File: src/rtl/sc_regshifter_flags.sv
// Output register with load/shift and registered active-low ALU flags (N, Z, C, V).
// Define SC_REGSHIFTER_FLAGS_ASR_EN for arithmetic shift right; otherwise shift right is logical.
module sc_regshifter_flags #(
  parameter int DATAWIDTH_BUS                  = 8,
  parameter int DATAWIDTH_REGSHIFTER_SELECTION = 2
) (
  input  logic                                      SC_REGSHIFTER_FLAGS_CLOCK_50,
  input  logic                                      SC_REGSHIFTER_FLAGS_Reset_InLow,
  input  logic [DATAWIDTH_BUS-1:0]                  SC_REGSHIFTER_FLAGS_Data_In,
  input  logic                                      SC_REGSHIFTER_FLAGS_Load_InLow,
  input  logic [DATAWIDTH_REGSHIFTER_SELECTION-1:0] SC_REGSHIFTER_FLAGS_ShiftSelection_In,
  input  logic                                      SC_REGSHIFTER_FLAGS_ALUCarry_InHigh,
  input  logic                                      SC_REGSHIFTER_FLAGS_ALUOverflow_InHigh,
  output logic [DATAWIDTH_BUS-1:0]                  SC_REGSHIFTER_FLAGS_Data_Out,
  output logic                                      SC_REGSHIFTER_FLAGS_Overflow_OutLow,
  output logic                                      SC_REGSHIFTER_FLAGS_Carry_OutLow,
  output logic                                      SC_REGSHIFTER_FLAGS_Negative_OutLow,
  output logic                                      SC_REGSHIFTER_FLAGS_Zero_OutLow
);

  localparam int W = DATAWIDTH_BUS;
  localparam logic [DATAWIDTH_REGSHIFTER_SELECTION-1:0] SEL_LEFT  = DATAWIDTH_REGSHIFTER_SELECTION'(1);
  localparam logic [DATAWIDTH_REGSHIFTER_SELECTION-1:0] SEL_RIGHT = DATAWIDTH_REGSHIFTER_SELECTION'(2);

  logic [W-1:0] r_data;
  logic         r_overflow_low;
  logic         r_carry_low;
  logic         r_negative_low;
  logic         r_zero_low;

  logic [W-1:0] w_data_next;
  logic         w_carry_next;
  logic         w_overflow_next;
  logic         w_update;
  logic         w_fill;

`ifdef SC_REGSHIFTER_FLAGS_ASR_EN
  assign w_fill = r_data[W-1];
`else
  assign w_fill = 1'b0;
`endif

  // Load beats shift; a hold leaves w_update low so the registers keep their values.
  always_comb begin
    w_data_next     = r_data;
    w_carry_next    = 1'b0;
    w_overflow_next = 1'b0;
    w_update        = 1'b0;
    if (!SC_REGSHIFTER_FLAGS_Load_InLow) begin
      w_data_next     = SC_REGSHIFTER_FLAGS_Data_In;
      w_carry_next    = SC_REGSHIFTER_FLAGS_ALUCarry_InHigh;
      w_overflow_next = SC_REGSHIFTER_FLAGS_ALUOverflow_InHigh;
      w_update        = 1'b1;
    end else if (SC_REGSHIFTER_FLAGS_ShiftSelection_In == SEL_LEFT) begin
      w_data_next     = {r_data[W-2:0], 1'b0};
      w_carry_next    = r_data[W-1];
      w_overflow_next = r_data[W-1] ^ r_data[W-2];
      w_update        = 1'b1;
    end else if (SC_REGSHIFTER_FLAGS_ShiftSelection_In == SEL_RIGHT) begin
      w_data_next     = {w_fill, r_data[W-1:1]};
      w_carry_next    = r_data[0];
      w_overflow_next = 1'b0;
      w_update        = 1'b1;
    end
  end

  // Flags are stored already inverted so every output is a plain register bit.
  always_ff @(posedge SC_REGSHIFTER_FLAGS_CLOCK_50) begin
    if (!SC_REGSHIFTER_FLAGS_Reset_InLow) begin
      r_data         <= '0;
      r_overflow_low <= 1'b1;
      r_carry_low    <= 1'b1;
      r_negative_low <= 1'b1;
      r_zero_low     <= 1'b0;
    end else if (w_update) begin
      r_data         <= w_data_next;
      r_overflow_low <= ~w_overflow_next;
      r_carry_low    <= ~w_carry_next;
      r_negative_low <= ~w_data_next[W-1];
      r_zero_low     <= |w_data_next;
    end
  end

  assign SC_REGSHIFTER_FLAGS_Data_Out         = r_data;
  assign SC_REGSHIFTER_FLAGS_Overflow_OutLow  = r_overflow_low;
  assign SC_REGSHIFTER_FLAGS_Carry_OutLow     = r_carry_low;
  assign SC_REGSHIFTER_FLAGS_Negative_OutLow  = r_negative_low;
  assign SC_REGSHIFTER_FLAGS_Zero_OutLow      = r_zero_low;

endmodule

File: config.mk
export PLATFORM = sky130hd
export DESIGN_NAME = sc_regshifter_flags
export DESIGN_NICKNAME = d
export VERILOG_FILES = /design/src/rtl/sc_regshifter_flags.sv
export SDC_FILE = /design/constraint.sdc
export NUM_CORES = 1
export LEC_CHECK = 0
export CORE_UTILIZATION = 60
export CTS_BUF_LIST = sky130_fd_sc_hd__clkbuf_4 sky130_fd_sc_hd__clkbuf_8
export DETAILED_ROUTE_END_ITERATION = 10
export DONT_BUFFER_PORTS = 1
export PLACE_DENSITY = 0.76
export SKIP_CTS_REPAIR_TIMING = 1
export SYNTH_ARGS = -nofsm -noshare
export SYNTH_HDL_FRONTEND = slang
export SYNTH_SLANG_ARGS = --single-unit
File: constraint.sdc
create_clock -name SC_REGSHIFTER_FLAGS_CLOCK_50 -period 1.85 [get_ports SC_REGSHIFTER_FLAGS_CLOCK_50]
set_clock_uncertainty 0.2 [all_clocks]
set_input_delay 0.2775 -clock SC_REGSHIFTER_FLAGS_CLOCK_50 [delete_from_list [all_inputs] [get_ports SC_REGSHIFTER_FLAGS_CLOCK_50]]
set_output_delay 0.2775 -clock SC_REGSHIFTER_FLAGS_CLOCK_50 [all_outputs]
set_load 0.05 [all_outputs]
======== Word-level counts from Yosys, hierarchy flattened ========
Index checks and enable logic that the tools add are counted.
word-level totals
  flip-flop bits (word level) ............. 12
  input port bits ......................... 15
  word-level logic and storage cells ...... 23
  output and inout port bits .............. 12
cells by class
  reduce and logical (&&, ||, !) cells .... 1
  equal/unequal tests ..................... 2
  mux-type cells .......................... 11
  bitwise logic cells ..................... 4
operator list
  kind                                                  number
  two-way mux 8 bit                                     3
  two-way mux 1 bit                                     8
  OR reduction 8 bit                                    1
  NOT 1 bit                                             3
  equality test 2 x 1 -> 1 bit (second input constant)  1
  equality test 2 bit (second input constant)           1
  bitwise XOR 1 bit                                     1

======== Depth between registers and ports, before layout ========
  depth in word-level cells ............... 5
  gate-level depth with buffers ........... 8
  gate-level depth less buffers ........... 6

======== Worst setup path after synthesis ========
Ideal clock, no wire load.
  path kind ............................... in2reg
  start ................................... in SC_REGSHIFTER_FLAGS_ShiftSelection_In[0]
  end ..................................... reg r_zero_low, in the netlist SC_REGSHIFTER_FLAGS_Zero_OutLow
  setup time .............................. 0.123 ns
  arrival time ............................ 1.301 ns
  data required time ...................... 1.527 ns
  path buffers ............................ 1
  setup slack ............................. 0.226 ns
  cell stages on the path ................. 7
  cell sequence ........................... inv_1 ha_1 buf_6 mux2_4 o211ai_2 and4bb_1 a21oi_1
between the ends
  cells in the longest elaborated chain, start to end .. 5
  elaborated cells between the ends (all ways) .. 9
  those cells by class .................... eq/ne: 2; mux: 6; reduce/logical: 1
RTL lines
  element               RTL line  text
  start, declared       11        input logic [DATAWIDTH_REGSHIFTER_SELECTION-1:0] SC_REGSHIFTER_FLAGS_ShiftSelection_In,
  equality test 2 bit   59        end else if (SC_REGSHIFTER_FLAGS_ShiftSelection_In == SEL_RIGHT) begin
  two-way mux 8 bit     59
  two-way mux 8 bit     54        end else if (SC_REGSHIFTER_FLAGS_ShiftSelection_In == SEL_LEFT) begin
  two-way mux 8 bit     49        if (!SC_REGSHIFTER_FLAGS_Load_InLow) begin
  OR reduction 8 bit    80        r_zero_low <= |w_data_next;
  end signal, assigned  80
  end, declared         29        logic r_zero_low;
Several ways; a longest one is shown, not always the timed one.
A chain may end at the register's enable or synchronous reset.

======== Final worst setup path ========
Same ends and word-level chain as after synthesis.

==> metrics.md <==
| Metric | Value |
|---|---|
| Antenna diodes | 0 |
| Worst hold margin | 0.00324 ns |
| Clk root buf | sky130_fd_sc_hd__clkbuf_4 |
| Detailed-routing iteration count for the pre-antenna-repair pass | 4 |
| Largest stage delay, worst path | 0.36 ns |
| Fraction of the mapped netlist area in simple logic gates | 24.1% |
| Initial cell density of the core | 64.4% |
| Post-synthesis mux area share | 6.05% |
| Final-stage net count | 133 |
| Final routed DRC violation total | 0 |
| Number of port buffers | 0 |
| Critical path class | input pin to register |
| P_sw | 0.000263 W |
| Status | finished clean |
| RSZ-0062 raised after global routing | false |
| Hpwl dp | 1410 µm |
| Slew at the pin closest to its max-slew limit | 0.516 ns |
| Slew HR | 65.5% |
| H-tree lvl count | 1 |
| Synth cell types | 34 |
| Via density | 6.37 |
| Global placer's final weighted congestion | 0.957 |
| Final ANT Viol Nets | 0 |
| Per-cell routed wire length | 15.2 µm |
| Final cycle utilization of the critical path | 80.3% |
| Clock network latency to the later pin of the worst-skew pair | 0.27 ns |
| Worst min-delay path startpoint | SC_REGSHIFTER_FLAGS_Data_In[4] |
| Global-route wire length before repair | 2840 µm |
| Critical Path Start | SC_REGSHIFTER_FLAGS_ShiftSelection_In[0] |
| RR Startpoint | SC_REGSHIFTER_FLAGS_Data_Out[6] |
| Most frequent cells in the layout | sky130_fd_sc_hd__buf_4, sky130_fd_sc_hd__dfxtp_1, sky130_fd_sc_hd__nand2_1 |
| Post-Synth XOR/XNOR Area | 1.06% |
| Comb power frac | 29.4% |
| Post-synthesis share of cell area spent on full adders, half adders and majority gates | 3.03% |
| Slowest stage cell on the critical path | sky130_fd_sc_hd__ha_1 |
| Leak | 0.393 nW |
| Syn Std Cell Area | 827 µm² |
| Synth Area per Inst | 8.27 µm² |
| TritonCTS clock tree | done |
| IR Drop Worst-Case VDD | 0.556 mV |
| Number of antenna violations at the first check in global routing | 0 |
| Timing-limited maximum frequency | 673 MHz |
| Net switching fraction of the power | 34.9% |
| Setup-failing EPs final | 0 |
| Die boundary width | 39.1 µm |
| Minimum period implied by the final worst setup slack | 1.49 ns |
| Total I/O pin count | 27 |
| Cells along the critical path | inv_1, ha_1, mux2_4, o211ai_2, and4bb_1, a21oi_1 |
| Part of the total power dissipated in sequential elements | 43.0% |
| Synthesized netlist cell count | 100 |
| Number of buffers created by CTS | 3 |
| Biggest fanout along the worst timing path | 7 |
| Sequential area share after synthesis | 29.0% |
| Arrival @ worst endpoint | 1.45 ns |
| PD cells | 782 nW/µm² |
| Standard-cell rows | 13 |
| Number of design-rule violations left by the first detailed-router iteration | 58 |
| Internal Dissipation | 0.000491 W |
| Number of sinks handled by clock tree synthesis | 12 |
| Growth of design area from synthesis to finish | 16.5% |
| CP endpoint kind | register |
| Via count of the first global-routing pass | 658 |
| Type of the worst min-delay path | input pin to register |
| Clock transition at the register clock pins on the worst setup and hold paths after CTS | 0.08 ns |
| Die area | 1530 µm² |
| Total congestion overflow after global routing | 0 |
| Pin count of the biggest net entering global routing | 24 |
| Main combinational cell family by area after synthesis | compound AO/OA/AOI/OAI gates |
| Fraction of the mapped netlist area in compound gates | 27.7% |
| Data required time of the critical path | 1.81 ns |
| Launching element type of the critical path | input pin |
| Final number of hold-violating endpoints | 0 |
| FF+latch count, synth | 12 |
| Sum of negative setup slack | 0 ns |
| Most frequent standard cell in the layout excluding fill and tap cells | sky130_fd_sc_hd__buf_4 |
| Layout cells sized above 1 | 20.9% |
| Y dimension of the die | 39.1 µm |
| Detailed-route via count | 828 |
| Max Cap Violations | 0 |
| Global router's overall resource usage | 26.7% |
| Clock group share of total power | 27.5% |
| Max Buffers Root-to-Sink | 2 |
| Floorplan Core Area | 1280 µm² |
| Final Max Slew Viols | 0 |
| Post-Syn Nets | 117 |
| Wire length after detailed routing | 1970 µm |
| Total number of yosys warnings | 0 |
-- power by group through the flow --
stage / clock (W) / sequential [W] / combinational [W]
2_1_floorplan: 0 / 0.000377 / 0.000122
5_1_grt: 0.000219 / 0.000327 / 0.000238
3_3_place_gp: 0 / 0.000330 / 0.000207
4_1_cts: 0.000210 / 0.000323 / 0.000210
6_report: 0.000207 / 0.000324 / 0.000222
3_5_place_dp: 0 / 0.000329 / 0.000209
-- sequential cells by signal, summed over array words and instances, names as in the netlist --
register                             flops
SC_REGSHIFTER_FLAGS_Overflow_OutLow      1
SC_REGSHIFTER_FLAGS_Zero_OutLow          1
SC_REGSHIFTER_FLAGS_Carry_OutLow         1
SC_REGSHIFTER_FLAGS_Data_Out             8
SC_REGSHIFTER_FLAGS_Negative_OutLow      1
-- cell usage after synthesis --
cell type	n	area [µm²]
sky130_fd_sc_hd__nor3_1	2	10.0
sky130_fd_sc_hd__a31o_1	1	8.76
sky130_fd_sc_hd__nor2b_1	4	25.0
sky130_fd_sc_hd__o21a_1	3	22.5
sky130_fd_sc_hd__o2bb2ai_1	1	8.76
sky130_fd_sc_hd__buf_2	2	10.0
sky130_fd_sc_hd__buf_4	1	7.51
sky130_fd_sc_hd__clkbuf_1	1	3.75
sky130_fd_sc_hd__ha_1	2	25.0
sky130_fd_sc_hd__and4bb_1	1	12.5
sky130_fd_sc_hd__o211ai_2	2	25.0
sky130_fd_sc_hd__a222oi_1	3	30.0
sky130_fd_sc_hd__nor2_1	9	33.8
sky130_fd_sc_hd__nand2b_1	5	31.3
sky130_fd_sc_hd__nor3b_1	2	15.0
sky130_fd_sc_hd__inv_2	1	3.75
sky130_fd_sc_hd__inv_1	2	7.51
sky130_fd_sc_hd__nor3_2	1	10.0
sky130_fd_sc_hd__nand2_1	11	41.3
sky130_fd_sc_hd__mux2_4	2	30.0
sky130_fd_sc_hd__a311oi_1	1	8.76
sky130_fd_sc_hd__a21oi_1	8	40.0
sky130_fd_sc_hd__o21ai_1	5	25.0
sky130_fd_sc_hd__mux2i_1	2	20.0
sky130_fd_sc_hd__dfxtp_1	12	240
sky130_fd_sc_hd__a211oi_1	2	15.0
sky130_fd_sc_hd__and3_1	1	6.26
sky130_fd_sc_hd__xor2_1	1	8.76
sky130_fd_sc_hd__o21ai_0	3	15.0
sky130_fd_sc_hd__o211ai_1	4	30.0
sky130_fd_sc_hd__nand3_1	1	5.00
sky130_fd_sc_hd__buf_12	1	20.0
sky130_fd_sc_hd__and3b_1	1	8.76
sky130_fd_sc_hd__buf_6	2	22.5
-- per-stage QoR --
stage | cell area, µm² | std cells | power (W) | util (%) | setup slack (ns)
CTS | 923 | 126 | 0.000744 | 71.9 | 0.366
global route | 963 | 130 | 0.000784 | 75.0 | 0.271
detailed placement | 887 | 122 | 0.000538 | 69.0 | 0.0707
finish | 963 | 130 | 0.000753 | 75.0 | 0.364
global placement | 887 | 122 | 0.000536 | 69.0 | 0.116
floorplan | 827 | 100 | 0.000499 | - | 0.226
-- final timing paths --
kind | endpoint | slack, ns | cells past startpoint
worst min register to register | SC_REGSHIFTER_FLAGS_Data_Out[3] | 0.37 | 2
worst max-delay path | SC_REGSHIFTER_FLAGS_Zero_OutLow | 0.36 | 6
worst min-delay path | SC_REGSHIFTER_FLAGS_Data_Out[4] | 0.003 | 2
worst max register to register | SC_REGSHIFTER_FLAGS_Negative_OutLow | 0.44 | 4
-- cell type report --
class                           instances  area [µm²]
Multi-Input combinational cell         78         512
Fill cell                             107         322
Sequential cell                        12         240
Timing Repair Buffer                   18         145
Clock buffer                            4        36.3
Tap cell                               15        18.8
Inverter                                3        11.3
-- cell families (layout without fill, tap and decap cells) --
kind of cell | after synthesis | in the layout
AO/OA/AOI/OAI | 33 | 33
adder cells (fa/ha/maj) | 2 | 2
flip-flops | 12 | 12
multiplexers | 4 | 4
XOR/XNOR | 1 | 1
AND/OR/NAND/NOR | 38 | 38
buffers and inverters | 10 | 25
-- critical path, delay by kind of cell --
| family | cells | cell delay [ns] |
|---|---|---|
| multiplexers | 1 | 0.34 |
| AND/OR/NAND/NOR | 1 | 0.21 |
| buffers and inverters | 1 | 0.04 |
| adder cells (fa/ha/maj) | 1 | 0.36 |
| AO/OA/AOI/OAI | 2 | 0.22 |
-- layer usage --
layer	vias to the layer above	GRT usage (%)	part of all wire, %
li1	396	-	-
met1	381	36.7	41
met2	51	42.5	49
met3	0	5.20	9.7
met4	0	6.03	0
met5	-	0	0
No activity file was read; power rests on OpenSTA's default activity.
